--- config.mk ---
export PLATFORM = sky130hd
export DESIGN_NAME = alu_input_capture
export DESIGN_NICKNAME = d
export VERILOG_FILES = /design/src/rtl/alu_pkg.sv /design/src/rtl/button_debounce.sv /design/src/rtl/alu_input_capture.sv
export SDC_FILE = /design/constraint.sdc
export NUM_CORES = 1
export LEC_CHECK = 0
export ABC_AREA = 0
export BUFFER_PORTS_ARGS = -buffer_cell sky130_fd_sc_hd__buf_2
export CAP_MARGIN = 10
export CORE_MARGIN = 2
export CORE_UTILIZATION = 50
export DETAILED_ROUTE_END_ITERATION = 7
export PLACE_DENSITY = 0.78
export SETUP_SLACK_MARGIN = 0.5
export SYNTH_ARGS = -nofsm -noshare
export SYNTH_HDL_FRONTEND = slang
export SYNTH_SLANG_ARGS = --single-unit
--- constraint.sdc ---
create_clock -name clock -period 2.5 [get_ports clock]
set_clock_uncertainty 0.1 [all_clocks]
set_input_delay 0.375 -clock clock [delete_from_list [all_inputs] [get_ports clock]]
set_output_delay 0.375 -clock clock [all_outputs]
set_load 0.02 [all_outputs]
--- src/rtl/alu_pkg.sv ---
// Shared constants for the ALU input-capture block: button indices,
// debounce counter width and the collect/ready state encoding.
package alu_pkg;

  localparam int NUM_BTN = 3;
  localparam int BTN_A   = 2;
  localparam int BTN_B   = 1;
  localparam int BTN_OP  = 0;

  // Wide enough for DEBOUNCE_CYCLES up to 65535.
  localparam int DBC_W = 16;

  typedef enum logic {
    ST_COLLECT = 1'b0,
    ST_READY   = 1'b1
  } state_e;

  function automatic logic [1:0] count_ones3(input logic [2:0] v);
    return {1'b0, v[0]} + {1'b0, v[1]} + {1'b0, v[2]};
  endfunction

endpackage

--- src/rtl/button_debounce.sv ---
// One pushbutton: 2-flop synchroniser, then a stability counter that only
// moves the accepted level after DEBOUNCE_CYCLES consecutive differing samples.
module button_debounce
  import alu_pkg::*;
#(
  parameter int DEBOUNCE_CYCLES = 4
) (
  input  logic clock,
  input  logic reset,
  input  logic btn_async,
  output logic level,
  output logic rise
);

  localparam logic [DBC_W-1:0] CNT_LAST = DBC_W'(DEBOUNCE_CYCLES - 1);

  logic             sync1_q, sync1_d;
  logic             sync2_q, sync2_d;
  logic             level_q, level_d;
  logic             rise_q, rise_d;
  logic [DBC_W-1:0] cnt_q, cnt_d;

  always_comb begin
    sync1_d = btn_async;
    sync2_d = sync1_q;
    level_d = level_q;
    rise_d  = 1'b0;
    cnt_d   = '0;
    // Any sample matching the accepted level falls through with cnt_d = 0.
    if (sync2_q != level_q) begin
      if (cnt_q == CNT_LAST) begin
        level_d = sync2_q;
        rise_d  = sync2_q;
      end else begin
        cnt_d = cnt_q + 1'b1;
      end
    end
  end

  always_ff @(posedge clock) begin
    if (reset) begin
      sync1_q <= 1'b0;
      sync2_q <= 1'b0;
      level_q <= 1'b0;
      rise_q  <= 1'b0;
      cnt_q   <= '0;
    end else begin
      sync1_q <= sync1_d;
      sync2_q <= sync2_d;
      level_q <= level_d;
      rise_q  <= rise_d;
      cnt_q   <= cnt_d;
    end
  end

  assign level = level_q;
  assign rise  = rise_q;

endmodule

--- src/rtl/alu_input_capture.sv ---
// Captures two operands and an opcode from a switch bank, one register per
// debounced pushbutton, and flags when all three have been loaded.
module alu_input_capture
  import alu_pkg::*;
#(
  parameter  int N_DATA          = 6,
  parameter  int N_OP            = 6,
  parameter  int DEBOUNCE_CYCLES = 4,
  localparam int N_SW            = (N_DATA > N_OP) ? N_DATA : N_OP
) (
  input  logic               clock,
  input  logic               reset,
  input  logic [N_SW-1:0]    switches,
  input  logic [NUM_BTN-1:0] buttons,
  output logic [N_DATA-1:0]  Data_A,
  output logic [N_DATA-1:0]  Data_B,
  output logic [N_OP-1:0]    Op,
  output logic [NUM_BTN-1:0] loaded,
  output logic               valid,
  output logic               update,
  output logic               err
);

  logic [NUM_BTN-1:0] btn_level;
  logic [NUM_BTN-1:0] btn_rise;

  generate
    for (genvar gi = 0; gi < NUM_BTN; gi++) begin : g_btn
      button_debounce #(
        .DEBOUNCE_CYCLES(DEBOUNCE_CYCLES)
      ) u_debounce (
        .clock    (clock),
        .reset    (reset),
        .btn_async(buttons[gi]),
        .level    (btn_level[gi]),
        .rise     (btn_rise[gi])
      );
    end
  endgenerate

  logic [N_DATA-1:0]  data_a_q, data_a_d;
  logic [N_DATA-1:0]  data_b_q, data_b_d;
  logic [N_OP-1:0]    op_q, op_d;
  logic [NUM_BTN-1:0] loaded_q, loaded_d;
  logic               update_q, update_d;
  logic               err_q, err_d;
  logic               load_ok;
  state_e             state_q, state_d;

  always_comb begin
    data_a_d = data_a_q;
    data_b_d = data_b_q;
    op_d     = op_q;
    loaded_d = loaded_q;
    state_d  = state_q;
    update_d = 1'b0;
    err_d    = 1'b0;
    load_ok  = 1'b0;

    // A rising button's own level is already high, so a lone clean press is
    // exactly one accepted level; anything more is a coincident or overlapped press.
    if (|btn_rise) begin
      if (count_ones3(btn_level) == 2'd1) begin
        load_ok = 1'b1;
      end else begin
        err_d = 1'b1;
      end
    end

    if (load_ok) begin
      if (btn_rise[BTN_A])  data_a_d = switches[N_DATA-1:0];
      if (btn_rise[BTN_B])  data_b_d = switches[N_DATA-1:0];
      if (btn_rise[BTN_OP]) op_d     = switches[N_OP-1:0];
      loaded_d = loaded_q | btn_rise;
      update_d = &loaded_d;
    end

    case (state_q)
      ST_COLLECT: if (&loaded_d) state_d = ST_READY;
      ST_READY:   state_d = ST_READY;
    endcase
  end

  always_ff @(posedge clock) begin
    if (reset) begin
      data_a_q <= '0;
      data_b_q <= '0;
      op_q     <= '0;
      loaded_q <= '0;
      update_q <= 1'b0;
      err_q    <= 1'b0;
      state_q  <= ST_COLLECT;
    end else begin
      data_a_q <= data_a_d;
      data_b_q <= data_b_d;
      op_q     <= op_d;
      loaded_q <= loaded_d;
      update_q <= update_d;
      err_q    <= err_d;
      state_q  <= state_d;
    end
  end

  assign Data_A = data_a_q;
  assign Data_B = data_b_q;
  assign Op     = op_q;
  assign loaded = loaded_q;
  assign valid  = (state_q == ST_READY);
  assign update = update_q;
  assign err    = err_q;

endmodule

==> flow_summary.json, run 1 <==
{
  "layout_commonest_cell": "dfxtp_1",
  "final_max_slew_viol_count": 0,
  "yosys_warnings": 0,
  "vias": 2772,
  "wl_mm": 6.701,
  "finalInstanceArea_um2": 3901,
  "detail_route.wl_per_cell_um": 13.19,
  "die_area_um2": 7454,
  "arrival_ps": 2150,
  "maxSlewHeadroom_pct": 67.69,
  "status": "complete, no violations",
  "placed_area_um2": 3622,
  "irDropWorstVdd_v": 0.0003706,
  "fmax_mhz": 516.1,
  "antenna_found_initial": 0,
  "final_util_pct": 58.39,
  "avgViaCountPerCell": 5.457,
  "rsz0062_at_grt": "yes",
  "core_um2": 6681,
  "mostFrequentLayoutCells": "dfxtp_1 (81), nor2_1 (49), nand3_1 (35)",
  "grt_first_pass_wirelength_mm": 11.33,
  "drc_errors": 0,
  "gp_congestion": 0.8355,
  "setup_tns_ps": 0,
  "n_fill_cell": 581,
  "synthDistinctLibCells": 32,
  "clock_latency_ps": 350,
  "syn_nets": 398,
  "die_w_um": 86.34,
  "drive_above_1_share_pct": 17.29,
  "drt_pass1_iterations": 5,
  "min_path_type": "primary input to flip-flop",
  "cp-start-kind": "flip-flop",
  "cts_buffer_depth": 2,
  "end_kind": "flip-flop",
  "finalHoldViolCount": 0,
  "cts-buffers-inserted": 9,
  "ys_seq_area_share_pct": 49.61,
  "syn_area_um2": 3390,
  "setup_viol": 0,
  "ys_ff_latch": 84,
  "area.growth.synth_to_final_pct": 15.10,
  "htreeDepth": 3,
  "gr-total-overflow": 0,
  "initial_core_util_pct": 50.73,
  "hold_buffers": 0,
  "worst_slew_pin_slew_ps": 483.9,
  "avgSynthCellArea_um2": 8.850,
  "path_clk_slew_ps": 90,
  "period_minus_slack_ps": 1938,
  "period_share_pct": 77.51,
  "fin_nets": 438,
  "crit_type": "flip-flop to flip-flop",
  "gr-usage-all-layers_pct": 18.77,
  "drt_iter0_drc": 94,
  "maxCapViolCount": 0,
  "ioPinCount": 35,
  "rows": 30,
  "antenna_cells": 0,
  "synth_edf_count": 0,
  "required_ps": 2710,
  "multi_input_area_um2": 1657,
  "cts_root_buf": "clkbuf_8",
  "postRouteAntennaNets": 0,
  "grt_pass1_vias": 2498,
  "cts_tree": "built",
  "synthFlopType": "dfxtp_1",
  "grt_max_degree": 37,
  "synth_cells": 383,
  "port_buffers": 34,
  "die_h_um": 86.34,
  "synthArstFlopShare_pct": 0,
  "place_hpwl_mm": 4.429,
  "cts_sinks": 84,
  "seq_area_um2": 1685,
  "critical_path.max_fanout": 8,
  "power_density_nw_per_um2": 573.7,
  "leakage_nw": 1.393
}
## state kept, by name (all words and copies together) (netlist names)
register	flops
g_btn.u_debounce.sync1_q	3
g_btn.u_debounce.level	3
Data_B	6
Op	6
g_btn.u_debounce.cnt_q	48
err	1
valid	1
loaded	3
g_btn.u_debounce.sync2_q	3
Data_A	6
update	1
g_btn.u_debounce.rise	3
## per-layer routing
layer / wire (um) / share of wire [%] / track usage (%) / up-vias
met5: 0 / 0 / 0 / -
met4: 67 / 1.0 / 6.392 / 0
met3: 266 / 4.0 / 6.095 / 7
met1: 3090 / 46 / 24.34 / 1299
met2: 3276 / 49 / 29.58 / 60
li1: - / - / - / 1406
## critical path: stages (launching register included)
cell      delay (ps)
dfxtp_2          330
inv_1             50
fa_1             520
nor2b_4          170
nand2_2          140
a222oi_1         400
o21ba_2          190
## final timing paths
check                           cells past startpoint  slack (ps)                          from                            to
worst max-delay path                                6         560     g_btn[0].u_debounce.level                         valid
worst min-delay path                                2         130                    buttons[2]   g_btn[2].u_debounce.sync1_q
worst max register to register                      6         560     g_btn[0].u_debounce.level                         valid
worst min register to register                      1         340  g_btn[1].u_debounce.cnt_q[0]  g_btn[1].u_debounce.cnt_q[0]
## what timing repair did
action,in CTS,in global routing
setup buffers,3,4
pin swaps,1,4
gates resized for setup,7,10
endpoints found under the setup margin,1,46
## cells by family after synthesis
group | Yosys count | synth area share, %
adder cells (fa/ha/maj) | 4 | 1.698
multiplexers | 3 | 0.8860
buffers and inverters | 25 | 2.879
XOR/XNOR | 40 | 10.34
AO/OA/AOI/OAI | 35 | 5.869
AND/OR/NAND/NOR | 192 | 28.72
flip-flops | 84 | 49.61
## metrics by stage
step,cells,power (W),hold slack (ps),worst slack (ps)
after global routing,508,0.002325,124.7,425.1
final,508,0.002238,128.4,562.2
after CTS,504,0.002268,111.6,518.4
after floorplan,383,0.001397,312.9,548.8
after global placement,485,0.001411,316.8,427.9
after detailed placement,485,0.001412,332.8,364.1
## area by class of cell
cell class,instances,share of cell area (%)
sequential,84,43.20
multi-input combinational,274,42.46
timing repair buffer,44,6.382
clock buffer,9,3.175
tap,80,2.566
clock inverter,7,1.251
inverter,10,0.9622
## Yosys cell counts, types with 7 or more instances
master     n  area [um2]
xor2_1    14       122.6
nor3_1    15       75.07
nor2_1    49       183.9
clkbuf_1  11       41.29
nand4_1   11       68.82
inv_1     10       37.54
nand3_1   35       175.2
nor2b_1    7       43.79
dfxtp_1   84        1682
nor4_1    12       75.07
nand2_1   36       135.1
and3_1     9       56.30
xnor2_1   26       227.7
a21oi_1   26       130.1
## report_power, final
part           total [W]  switching (W)  internal (W)  leakage, nW
Sequential       0.00135     0.00000354       0.00134        0.679
Clock           0.000857       0.000491      0.000366       0.0902
Combinational  0.0000356      0.0000225     0.0000131        0.623
Total            0.00224       0.000517       0.00172         1.39
No activity file was read; power rests on OpenSTA's default activity.
==> run 2: changes to the inputs <==
ABC_AREA = 1   (was 0)
PLACE_DENSITY = 0.81   (was 0.78)
clock period = 1.75 ns   (was 2.5 ns; I/O delays follow)
==> run 2 against run 1 <==
  * The flow now finishes with violations (setup timing)
  * Register-to-register slack worse by 680 ps
  * Die area is 12% higher
  * Core utilization is 13 points higher
  * Synthesized area is 13% higher
  * Synthesized cell count is 42% higher
  * Sequential share of layout area is 10 points lower
==> flow_summary.json, run 2 <==
{
  "status": "finished, violations left",
  "violations": "setup timing",
  "totalPowerFinal_w": 0.003479,
  "grt_pass1_vias": 3353,
  "finalHoldViolCount": 0,
  "final_cells": 716,
  "path_clk_slew_ps": 110,
  "power_density_nw_per_um2": 666.2,
  "avgSynthCellArea_um2": 7.026,
  "htreeDepth": 3,
  "port_buffers": 34,
  "cts-buffers-inserted": 9,
  "place_hpwl_mm": 5.490,
  "die_area_um2": 8345,
  "drc_errors": 0,
  "fin_ws_ps": -120.4,
  "synthFlopType": "dfxtp_1",
  "syn_nets": 558,
  "largest_reg_flops": 48,
  "ioPinCount": 35,
  "crit_type": "flip-flop to flip-flop",
  "cts_root_buf": "clkbuf_8",
  "cp-start-kind": "flip-flop",
  "core_um2": 7331,
  "synth_edf_count": 0,
  "grt_first_pass_wirelength_mm": 14.37,
  "fmax_mhz": 534.6,
  "period_minus_slack_ps": 1870,
  "place_inst": 672,
  "cts_sinks": 84,
  "cpPeakStageDelay_ps": 520,
  "top_register": "g_btn.u_debounce.cnt_q",
  "ys_ff_latch": 84,
  "syn_area_um2": 3815,
  "synthArstFlopShare_pct": 0,
  "ys_seq_area_share_pct": 44.08,
  "gr-total-overflow": 0,
  "layout_commonest_cell": "nand2_1",
  "clock_latency_ps": 370,
  "rsz0062_at_grt": "yes",
  "seq_area_um2": 1720,
  "yosys_warnings": 0,
  "drt_pass1_iterations": 5,
  "rows": 31,
  "crit_path_top_delay_cell": "fa_1",
  "final_util_pct": 71.24,
  "gp_congestion": 0.7977,
  "cts_buffer_depth": 2,
  "antenna_cells": 0,
  "maxCapViolCount": 0,
  "n_fill_cell": 506,
  "required_ps": 1940,
  "critical_path.max_fanout": 6,
  "synthDistinctLibCells": 30,
  "multi_input_area_um2": 2392,
  "synthTopCellsByArea": "dfxtp_1 (44%), nand2_1 (12%), nor2_1 (9.3%)",
  "detail_route.wl_per_cell_um": 14.14,
  "min_path_type": "primary input to flip-flop",
  "period_share_pct": 106.9,
  "setup_viol": 14,
  "synth_most_common_cell": "nand2_1",
  "fin_nets": 627,
  "initial_core_util_pct": 52.04,
  "area.growth.synth_to_final_pct": 36.90,
  "maxSlewHeadroom_pct": 69.16,
  "dp_slack_ps": -20.65,
  "worst_slew_pin_slew_ps": 462.1,
  "die_h_um": 91.35,
  "final_max_slew_viol_count": 0,
  "startpoint": "g_btn[0].u_debounce.level",
  "vias": 3823,
  "synth_cells": 543,
  "hp-start": "buttons[0]",
  "die_w_um": 91.35,
  "grt_max_degree": 17,
  "path_cells": "inv_2 > fa_1 > nor2_4 > buf_12 > nand3_4 > buf_4 > a21oi_2",
  "antenna_found_initial": 0,
  "avgViaCountPerCell": 5.339,
  "reg2reg_from": "g_btn[0].u_debounce.level",
  "drt_iter0_drc": 146,
  "leakage_nw": 1.867,
  "worst_hold_slack_ps": 23.04,
  "arrival_ps": 2070,
  "gr-usage-all-layers_pct": 20.84,
  "postRouteAntennaNets": 0,
  "yosys-top-cells-count": "nand2_1 (125), nor2_1 (95), dfxtp_1 (84), inv_1 (74), a21oi_1 (45)",
  "end_kind": "flip-flop",
  "cts_tree": "built",
  "synth_top_area_cell": "dfxtp_1",
  "mostFrequentLayoutCells": "nand2_1 (110), inv_1 (69), nor2_1 (60)",
  "synth_top_area_share_pct": 44.08,
  "drive_above_1_share_pct": 36.63,
  "wl_mm": 10.12,
  "irDropWorstVdd_v": 0.0005343
}
-- run 2: worst paths after layout --
kind | endpoint | slack (ps) | cells past startpoint
setup reg to reg | Op[4] | -120 | 7
setup / recovery | Op[4] | -120 | 7
hold reg to reg | g_btn[1].u_debounce.sync2_q | 310 | 2
hold / removal | g_btn[0].u_debounce.sync1_q | 20 | 3
-- run 2: worst max-delay path, delay by kind of cell, from the launching register on --
kind	cells	cell delay, ps
buffers and inverters	3	380
AO/OA/AOI/OAI	1	190
AND/OR/NAND/NOR	2	260
adder cells (fa/ha/maj)	1	520
flip-flops	1	360
-- run 2: cell families after synthesis --
logic type	synth area share (%)
simple gates	33.03
buf+inv	9.347
flops	44.08
compound gates	8.593
xor+xnor	3.444
fa+ha+maj	1.509
-- run 2: metrics by stage --
stage | cell area, um2 | TNS, ps
2_1_floorplan | 3896 | 0
3_3_place_gp | 4160 | 0
3_5_place_dp | 4160 | -25.83
4_1_cts | 4686 | 0
5_1_grt | 5223 | -1560
6_report | 5223 | -631.6
-- run 2: repair_timing --
item / 4_1_cts / 5_1_grt
endpoints found under the setup margin: 85 / 97
pin swaps: 13 / 23
hold buffers: 2 / 0
buffers inserted: 16 / 6
gates cloned: 3 / 1
resized for setup: 47 / 134
hold endpoints to repair: 2 / 0
-- run 2: cell type report --
| cell class | instances | area share [%] |
|---|---|---|
| timing repair buffer | 65 | 9.511 |
| multi-input combinational | 377 | 45.81 |
| clock inverter | 7 | 1.557 |
| tap | 99 | 2.372 |
| clock buffer | 9 | 2.372 |
| inverter | 75 | 5.438 |
| sequential | 84 | 32.94 |
-- run 2: power by group --
| group | switching (W) | internal [W] | total, W |
|---|---|---|---|
| Clock | 0.000778 | 0.000685 | 0.00146 |
| Sequential | 0.00000557 | 0.00192 | 0.00192 |
| Combinational | 0.0000638 | 0.0000310 | 0.0000947 |
-- run 2: metal layers --
metal / part of all wire (%) / GRT usage (%) / vias to the layer above
li1: - / - / 1851
met5: 0 / 0 / -
met4: 2.2 / 6.692 / 0
met3: 4.5 / 5.311 / 26
met2: 54 / 36.85 / 122
met1: 40 / 24.63 / 1824
